`src/rtl/pe_act_queue_pkg.sv`:
```
// Shared types and defaults for the PE activation queue.
package pe_act_queue_pkg;

    localparam int PE_ADDR_WIDTH  = 6;
    localparam int PE_DATA_WIDTH  = 16;
    localparam int PE_QUEUE_DEPTH = 8;

    // Issue counter ceiling.
    localparam logic [7:0] ISSUE_MAX = 8'hFF;

    // Completion FSM states.
    typedef enum logic {
        ST_RUN  = 1'b0,
        ST_DONE = 1'b1
    } pe_state_e;

    // Classification of the entry sitting at the head of the queue.
    typedef enum logic [1:0] {
        HD_NONE   = 2'd0,
        HD_ACT    = 2'd1,
        HD_ZERO   = 2'd2,
        HD_MARKER = 2'd3
    } head_kind_e;

    // The all-zero entry is the finish marker; zero data with a real address is dropped.
    function automatic head_kind_e classify(input logic empty, input logic addr_zero,
                                            input logic data_zero);
        if (empty)
            return HD_NONE;
        else if (addr_zero && data_zero)
            return HD_MARKER;
        else if (data_zero)
            return HD_ZERO;
        else
            return HD_ACT;
    endfunction

endpackage

```
`src/rtl/pe_act_queue_fifo.sv`:
```
// Show-ahead circular FIFO: storage, wrapping pointers, occupancy and sticky overflow.
module pe_act_fifo #(
    parameter int DEPTH = 8,
    parameter int W     = 22
) (
    input  logic                     clk,
    input  logic                     rst,
    input  logic                     push,
    input  logic [W-1:0]             din,
    input  logic                     pop,
    output logic [W-1:0]             dout,
    output logic [$clog2(DEPTH):0]   occupancy,
    output logic                     full,
    output logic                     empty,
    output logic                     overflow_err
);
    localparam int AW = $clog2(DEPTH);

    localparam logic [AW-1:0] PTR_ONE = {{(AW-1){1'b0}}, 1'b1};
    localparam logic [AW:0]   OCC_ONE = {{AW{1'b0}}, 1'b1};
    localparam logic [AW:0]   OCC_MAX = (AW+1)'(DEPTH);

    logic [W-1:0]  mem [DEPTH];
    logic [AW-1:0] wr_ptr;
    logic [AW-1:0] rd_ptr;
    logic          wr_en;
    logic          rd_en;

    assign full  = (occupancy == OCC_MAX);
    assign empty = (occupancy == '0);

    // A full queue still takes a write when the head leaves in the same cycle.
    assign wr_en = push && (!full || pop);
    assign rd_en = pop && !empty;

    assign dout = mem[rd_ptr];

    // Storage array; contents need no reset since empty masks the head.
    always_ff @(posedge clk) begin
        if (wr_en)
            mem[wr_ptr] <= din;
    end

    // Pointers, occupancy and the sticky overflow flag.
    always_ff @(posedge clk or posedge rst) begin
        if (rst) begin
            wr_ptr       <= '0;
            rd_ptr       <= '0;
            occupancy    <= '0;
            overflow_err <= 1'b0;
        end else begin
            if (wr_en)
                wr_ptr <= wr_ptr + PTR_ONE;
            if (rd_en)
                rd_ptr <= rd_ptr + PTR_ONE;
            if (wr_en && !rd_en)
                occupancy <= occupancy + OCC_ONE;
            else if (rd_en && !wr_en)
                occupancy <= occupancy - OCC_ONE;
            if (push && !wr_en)
                overflow_err <= 1'b1;
        end
    end

endmodule

```
`src/rtl/pe_act_queue.sv`:
```
// Activation queue feeding the PE MAC: drops zero activations, detects the finish marker,
// and pulses pop_act once per freed slot for upstream credit return.
module pe_act_queue
    import pe_act_queue_pkg::*;
#(
    parameter int ADDR_W = PE_ADDR_WIDTH,
    parameter int DATA_W = PE_DATA_WIDTH,
    parameter int DEPTH  = PE_QUEUE_DEPTH
) (
    input  logic                       clk,
    input  logic                       rst,
    input  logic                       push_act,
    input  logic [ADDR_W+DATA_W-1:0]   act,
    input  logic                       pe_start_calc,
    output logic                       pop_act,
    output logic                       mac_valid,
    output logic [ADDR_W-1:0]          mac_addr,
    output logic [DATA_W-1:0]          mac_data,
    input  logic                       mac_ready,
    output logic                       fin_done,
    output logic [7:0]                 issue_cnt,
    output logic [$clog2(DEPTH):0]     occupancy,
    output logic                       queue_full,
    output logic                       queue_empty,
    output logic                       overflow_err
);
    localparam int W = ADDR_W + DATA_W;

    logic [W-1:0]      head;
    logic [ADDR_W-1:0] head_addr;
    logic [DATA_W-1:0] head_data;
    head_kind_e        kind;
    logic              act_pop;
    logic              marker_pop;
    pe_state_e         state;

    pe_act_fifo #(
        .DEPTH (DEPTH),
        .W     (W)
    ) u_fifo (
        .clk          (clk),
        .rst          (rst),
        .push         (push_act),
        .din          (act),
        .pop          (pop_act),
        .dout         (head),
        .occupancy    (occupancy),
        .full         (queue_full),
        .empty        (queue_empty),
        .overflow_err (overflow_err)
    );

    assign head_addr = head[W-1:DATA_W];
    assign head_data = head[DATA_W-1:0];
    assign kind      = classify(queue_empty, head_addr == '0, head_data == '0);

    // ZERO and MARKER heads leave unconditionally; only ACT waits on the MAC.
    assign mac_valid  = (kind == HD_ACT);
    assign act_pop    = mac_valid && mac_ready;
    assign marker_pop = (kind == HD_MARKER);
    assign pop_act    = act_pop || marker_pop || (kind == HD_ZERO);

    assign mac_addr = queue_empty ? '0 : head_addr;
    assign mac_data = queue_empty ? '0 : head_data;

    // Completion FSM; marker removal takes priority over a simultaneous start.
    always_ff @(posedge clk or posedge rst) begin
        if (rst) begin
            state    <= ST_RUN;
            fin_done <= 1'b0;
        end else begin
            case (state)
                ST_RUN: begin
                    if (marker_pop) begin
                        state    <= ST_DONE;
                        fin_done <= 1'b1;
                    end
                end
                ST_DONE: begin
                    if (!marker_pop && pe_start_calc) begin
                        state    <= ST_RUN;
                        fin_done <= 1'b0;
                    end
                end
                default: begin
                    state    <= ST_RUN;
                    fin_done <= 1'b0;
                end
            endcase
        end
    end

    // Saturating issue counter; a start in the same cycle as an issue counts that issue.
    always_ff @(posedge clk or posedge rst) begin
        if (rst)
            issue_cnt <= 8'd0;
        else if (pe_start_calc)
            issue_cnt <= act_pop ? 8'd1 : 8'd0;
        else if (act_pop && issue_cnt != ISSUE_MAX)
            issue_cnt <= issue_cnt + 8'd1;
    end

endmodule
```
`config.mk`:
```
export PLATFORM = sky130hd
export DESIGN_NAME = pe_act_queue
export DESIGN_NICKNAME = d
export VERILOG_FILES = /design/src/rtl/pe_act_queue_pkg.sv /design/src/rtl/pe_act_queue_fifo.sv /design/src/rtl/pe_act_queue.sv
export SDC_FILE = /design/constraint.sdc
export NUM_CORES = 1
export LEC_CHECK = 0
export BUFFER_PORTS_ARGS = -buffer_cell sky130_fd_sc_hd__buf_2
export CORE_MARGIN = 4
export CORE_UTILIZATION = 45
export DETAILED_ROUTE_END_ITERATION = 6
export SYNTH_ARGS = -nofsm -noshare
export SYNTH_HDL_FRONTEND = slang
export SYNTH_HIERARCHICAL = 1
export SYNTH_SLANG_ARGS = --single-unit
```
`constraint.sdc`:
```
create_clock -name clk -period 8.1 [get_ports clk]
set_clock_uncertainty 0.05 [all_clocks]
set_input_delay 1.62 -clock clk [delete_from_list [all_inputs] [get_ports clk]]
set_output_delay 1.62 -clock clk [all_outputs]
set_load 0.02 [all_outputs]
```
# Yosys cells after proc, flatten, opt, wreduce, memory -nomap -nowiden
# Memories as Yosys holds them, arrays and structs flattened.
# Cells that the tools add are included.
# totals
elab_cells,62
reg_bits,21
out_inout_bits,40
n_memories,1
input_bits,27
ramBits,176
# classes
reduce_logical,23
n_mux,18
addsub,5
n_bitwise,1
eq_ne,7
# mem_list
name,depth,width,rd,rd_ports_with_merged_regs,wr,line,rtl
u_fifo.mem,8,22,1,0,1,pe_act_queue_fifo.sv:23,logic [W-1:0] mem [DEPTH];
# op_table
operator,count
logical NOT 16 bit,1
two-way mux 16 bit,1
two-way mux 8 bit,2
logical AND 1 bit,9
"adder 8 x 1 -> 8 bit, second input constant",1
two-way mux 4 bit,2
"inequality test 8 bit, second input constant",1
two-way mux 1 bit,7
"adder 3 x 1 -> 3 bit, second input constant",2
logical NOT 6 bit,1
two-way mux 2 bit,3
two-way mux 6 bit,1
logical NOT 1 bit,5
"adder 4 x 1 -> 4 bit, second input constant",1
"equality test 2 bit, second input constant",2
"equality test 4 bit, second input constant",1
logical NOT 4 bit,1
one-hot mux 1 bit (2 select lines),2
nonzero test 2 bit,2
"subtractor 4 x 1 -> 4 bit, second input constant",1
logical OR 1 bit,3
"equality test 2 x 1 -> 1 bit, second input constant",1
"inequality test 2 x 1 -> 1 bit, second input constant",1
"inequality test 2 bit, second input constant",1
other kinds (2),2

# Longest topological paths before layout
# An unclocked memory read counts as a cell.
# logic_depth
depth_word,15
depth_mapped,18
ltp_nobuf,14

# By module
# The synthesis kept the hierarchy.
# modules_own_cells
mod,area_each_um2,n_inst,seq_area_each_um2,cells_per_inst
pe_act_fifo,7275.7,1,5560.3,322
pe_act_queue,805.8,1,250.2,97

# Worst setup path after synthesis
# No wires, ideal clock.
# synth_path
path_type,register to register
from,register u_fifo.rd_ptr[0]
to,"memory u_fifo.mem[0][0], enable pin"
arrival_ps,5301
t_required_ps,7593
synth_period_minus_slack_ps,5808
setup_slack_ps,2292
stages_incl_launch_ff,13
setup_time_ps,457
path_buffers,4
path_cell_list,dfrtp_1 > buf_2 > buf_2 > mux4_2 > mux2_2 > nor4_1 > and4_1 > clkbuf_2 > buf_4 > nor2_1 > nor2_1 > o21ai_4 > nor4_1
# synth_via
elab_chain_cells,13
elab_cells_between_ends,17
cone_classes,3 x eq/ne; 5 x mux; 8 x reduce/logical; 1 x memory
# synth_rtl
element,line,rtl
"start, declared",pe_act_queue_fifo.sv:25,logic [AW-1:0] rd_ptr;
"start signal, assigned",pe_act_queue_fifo.sv:55,rd_ptr <= rd_ptr + PTR_ONE;
memory (8 x 22 bit) (*),--,
named net head[8],pe_act_queue.sv:29,logic [W-1:0] head;
logical NOT 16 bit (*),pe_act_queue.sv:55,"assign kind = classify(queue_empty, head_addr == '0, head_data == '0);"
two-way mux 2 bit / logical AND 1 bit (equally long branches),"pe_act_queue_pkg.sv:32, pe_act_queue_pkg.sv:30",
two-way mux 2 bit (*),pe_act_queue_pkg.sv:30,else if (addr_zero && data_zero)
two-way mux 2 bit (*),pe_act_queue_pkg.sv:28,if (empty)
equality test 2 x 1 -> 1 bit,pe_act_queue.sv:58,assign mac_valid = (kind == HD_ACT);
logical AND 1 bit,pe_act_queue.sv:59,assign act_pop = mac_valid && mac_ready;
logical OR 1 bit,pe_act_queue.sv:61,assign pop_act = act_pop || marker_pop || (kind == HD_ZERO);
logical OR 1 bit (*),pe_act_queue.sv:61,
named net pop_act,pe_act_queue.sv:15,"output logic pop_act,"
logical OR 1 bit (*),pe_act_queue_fifo.sv:33,assign wr_en = push && (!full || pop);
logical AND 1 bit (*),pe_act_queue_fifo.sv:33,
two-way mux 1 bit (*),pe_act_queue_fifo.sv:40,if (wr_en)
two-way mux 1 bit (not written as such) (*),pe_act_queue_fifo.sv:41,mem[wr_ptr] <= din;
"end, declared",pe_act_queue_fifo.sv:23,
# Mark *: on every way through the listed nets, which the timed path passes. The rest lies on a longest branch.

# Worst setup path in the final report
# layout_path
from,register u_fifo.rd_ptr[0]
to,output port pop_act
# layout_via
elab_chain_cells,9
elab_cells_between_ends,13
cone_classes,3 x eq/ne; 3 x mux; 6 x reduce/logical; 1 x memory
# layout_rtl
element,line
memory (8 x 22 bit) (*),--
named net head[12],pe_act_queue.sv:29
logical NOT 16 bit (*),pe_act_queue.sv:55
two-way mux 2 bit / logical AND 1 bit (equally long branches),"pe_act_queue_pkg.sv:32, pe_act_queue_pkg.sv:30"
two-way mux 2 bit (*),pe_act_queue_pkg.sv:30
two-way mux 2 bit (*),pe_act_queue_pkg.sv:28
equality test 2 x 1 -> 1 bit,pe_act_queue.sv:58
logical AND 1 bit,pe_act_queue.sv:59
logical OR 1 bit,pe_act_queue.sv:61
logical OR 1 bit (*),pe_act_queue.sv:61
"end, declared",pe_act_queue.sv:15
# Marked as above.

==> run_results.csv <==
group,metric,value,unit
clocking,cts_max_path_buffers,2,
timing,final-setup-viol-count,0,
global_route,grt.total_usage,16.8,%
placement,place_inst,701,
power,p_leak,3.17,nW
clocking,root_buffer,"clkbuf_16",
route,drtIter0Drc,366,
placement,place_hpwl,9.50,mm
die,fp.dieW,142,microns
clocking,htree_levels,4,
global_route,overflow,0,
route,route.detailed.drc,0,
layout,antennaDiodeCount,0,
setup_path,cp.required,6.43,ns
setup_path,critical_path_arrival,4.72,ns
clocking,cts_setup_buffers,0,
timing,fmax,156,MHz
timing,rsz0062_at_grt,"no",
clocking,cts_tree,"yes",
power,power_density,369,nW/um^2
clocking,insertion_delay,0.42,ns
placement,routabilityCongestion,0.718,
layout,synthToLayoutAreaGrowth,15.1,%
clocking,cts_hold_buf,0,
placement,dpl_cell_area,8740,sq um
setup_path,worst_path_dominant_cell_family,"simple AND/OR/NAND/NOR gates",
placement,numPortBuffers,66,
timing,tns,0,ns
route,first_pass_iters,4,
status,outcome,"finished, final reports clean",
clocking,cts_sinks,197,
global_route,grt_pass1_wl,25.2,mm
synth,synthCells,419,
die,design.die.area,20200,sq um
setup_path,cpPeakStageDelay,0.99,ns
timing,post-route-min-period,6.39,ns
synth,synth.area.top_cells,"edfxtp_1 (65%), mux4_2 (12%), dfrtp_1 (6.5%)",
synth,ys_warn_count,6,
synth,synth_commonest_cells,"edfxtp_1 (176), mux4_2 (44), mux2_2 (24)",
route,vias_per_cell,5.59,
timing,hold_viol_final,0,
clocking,cts_made_buffers,17,
route,wire_per_inst,21.7,microns
setup_path,crit_top_cell,"nor2_1",
die,coreArea,17500,sq um
die,start_util,46.2,%
setup_path,path_max_fanout,27,
job,maxCapViolations,0,
timing,drv_slew,0,
hold_path,min_path_type,"flip-flop to flip-flop",
synth,ys_seq_elements,197,
die,die_y,142,microns
setup_path,slowest_stage,"dfrtp_2",
setup_path,critical_path_class,"flip-flop to output pin",
synth,async_flop_share,10.7,%
die,rows,48,
route,vias,4089,
layout,fill_cells,1378,
timing,fin_crit_sh,78.9,%
synth,yosys.area.top_type,"edfxtp_1",
synth,synth_edf_count,176,
setup_path,crit_path_end_kind,"output pin",
layout,final_area,9300,sq um
synth,seq_area_frac_synth,71.9,%
layout,num-nets-final,529,
setup_path,critPathLaunchType,"flip-flop",
global_route,grt_max_degree,34,
synth,syn-num-nets,453,
power,peakVddDrop,0.217,mV
layout,instances_no_fill,731,
clocking,cts.clk_slew.worst_paths,0.07,ns
timing,relSlewSlack,36.9,%
die,num_io_pins,67,
route,detail-route-antenna-nets,0,
clocking,cts_resized,0,
synth,synth_most_common_cell,"edfxtp_1",
route,drt-total-wl,15.9,mm
synth,synth_flop_cell,"edfxtp_1",
global_route,grt_pass1_vias,4351,
synth,ys_types,48,
synth,synth_area,8080,sq um
setup_path,crit_buf_inv,2,
synth,avgSynthCellArea,19.3,sq um
layout,drive_gt1_share,37.9,%
timing,worstMarginPinSlew,0.947,ns
global_route,grt_antenna_before_repair,0,
setup_path,crit_chain,"buf_4, mux4_2, mux2_2, nor4_1, and4_1, nor2_1, nor2_1, buf_2",
synth,synth_top_area_share,65.4,%
-- cell families after synthesis --
family          count (synthesis)  share of synthesized area (%)
flops                         197                           71.9
fa+ha+maj                       7                           1.18
buf+inv                        29                           1.50
xor+xnor                        6                          0.650
mux                            72                           16.1
compound gates                 27                           2.63
simple gates                   81                           6.01
-- final cells by class --
| class | count | area, sq um | area share, % |
|---|---|---|---|
| clock buffers | 19 | 433 | 4.66 |
| clock inverters | 11 | 129 | 1.39 |
| inverters | 10 | 37.5 | 0.404 |
| multi-input cells | 193 | 2200 | 23.7 |
| flip-flops and latches | 197 | 5810 | 62.5 |
| well taps | 225 | 282 | 3.03 |
| repair buffers | 76 | 405 | 4.36 |
-- per-layer routing --
| layer | up-vias | GRT usage, % | part of all wire (%) | wire, microns |
|---|---|---|---|---|
| li1 | 1847 | - | - | - |
| met1 | 2151 | 22.9 | 44 | 7060 |
| met2 | 77 | 27.6 | 51 | 8060 |
| met3 | 14 | 3.63 | 3.6 | 565 |
| met4 | 0 | 4.85 | 1.2 | 189 |
| met5 | - | 0 | 0 | 0 |
-- flip-flops by register name, indices dropped and copies added (netlist names) --
signal / cells
fin_done: 1
issue_cnt: 8
state: 1
u_fifo/mem: 176
u_fifo/occupancy: 4
u_fifo/overflow_err: 1
u_fifo/rd_ptr: 3
u_fifo/wr_ptr: 3
-- worst paths after layout --
check	depth (start not counted)	start	slack, ns	to
setup / recovery	8	u_fifo/rd_ptr[0]$_DFFE_PP0P_	1.71	pop_act
hold / removal	1	u_fifo/overflow_err$_DFFE_PP0P_	0.41	u_fifo/overflow_err$_DFFE_PP0P_
min in group asynchronous	2	rst	1.14	issue_cnt[4]$_DFFE_PP0P_
hold reg to reg	1	u_fifo/overflow_err$_DFFE_PP0P_	0.41	u_fifo/overflow_err$_DFFE_PP0P_
max in group asynchronous	2	rst	6.51	u_fifo/rd_ptr[1]$_DFFE_PP0P_
setup reg to reg	15	u_fifo/rd_ptr[0]$_DFFE_PP0P_	2.14	u_fifo/occupancy[3]$_DFFE_PP0P_
-- report_power, final --
part / internal, mW / switching (mW) / total [mW]
clock: 0.454 / 0.349 / 0.803
sequential: 1.28 / 0.137 / 1.42
combinational: 0.551 / 0.660 / 1.21
-- worst register-to-register path: stages, from the launching register on --
cell      delay [ns]
dfrtp_2         0.99
buf_4           0.52
mux4_2          0.55
mux2_2          0.29
nor4_1          0.49
and4_1          0.68
nor2_1          0.09
nor2_1          0.43
o21ai_4         0.19
inv_1           0.09
ha_1            0.25
inv_1           0.13
ha_1            0.37
or4_1           0.54
nand3_1         0.10
o211ai_1        0.08
-- metrics by stage --
| step | setup WS (ns) | hold WS [ns] | power [mW] | util (%) |
|---|---|---|---|---|
| detailed placement | 2.05 | 0.404 | 2.67 | 50.0 |
| floorplan | 2.29 | 0.387 | 2.27 | - |
| global route | 1.20 | 0.431 | 3.62 | 53.2 |
| global placement | 2.21 | 0.389 | 2.65 | 50.0 |
| finish | 1.71 | 0.411 | 3.43 | 53.2 |
| CTS | 1.57 | 0.417 | 3.48 | 53.2 |
-- layout by cell type (no fill, tap or decap), types with 5 or more instances in the layout --
master     instances
nor2_1             9
nor4_1             5
nor2b_1           19
dfrtp_1           19
buf_4             10
xnor2_1            5
mux2_2            24
a21oi_1            5
mux4_2            44
clkbuf_16         17
buf_2             66
ha_1               6
nand2_1            8
inv_1             10
edfxtp_1         176
Note: power is estimated with default switching activity, not from simulation.
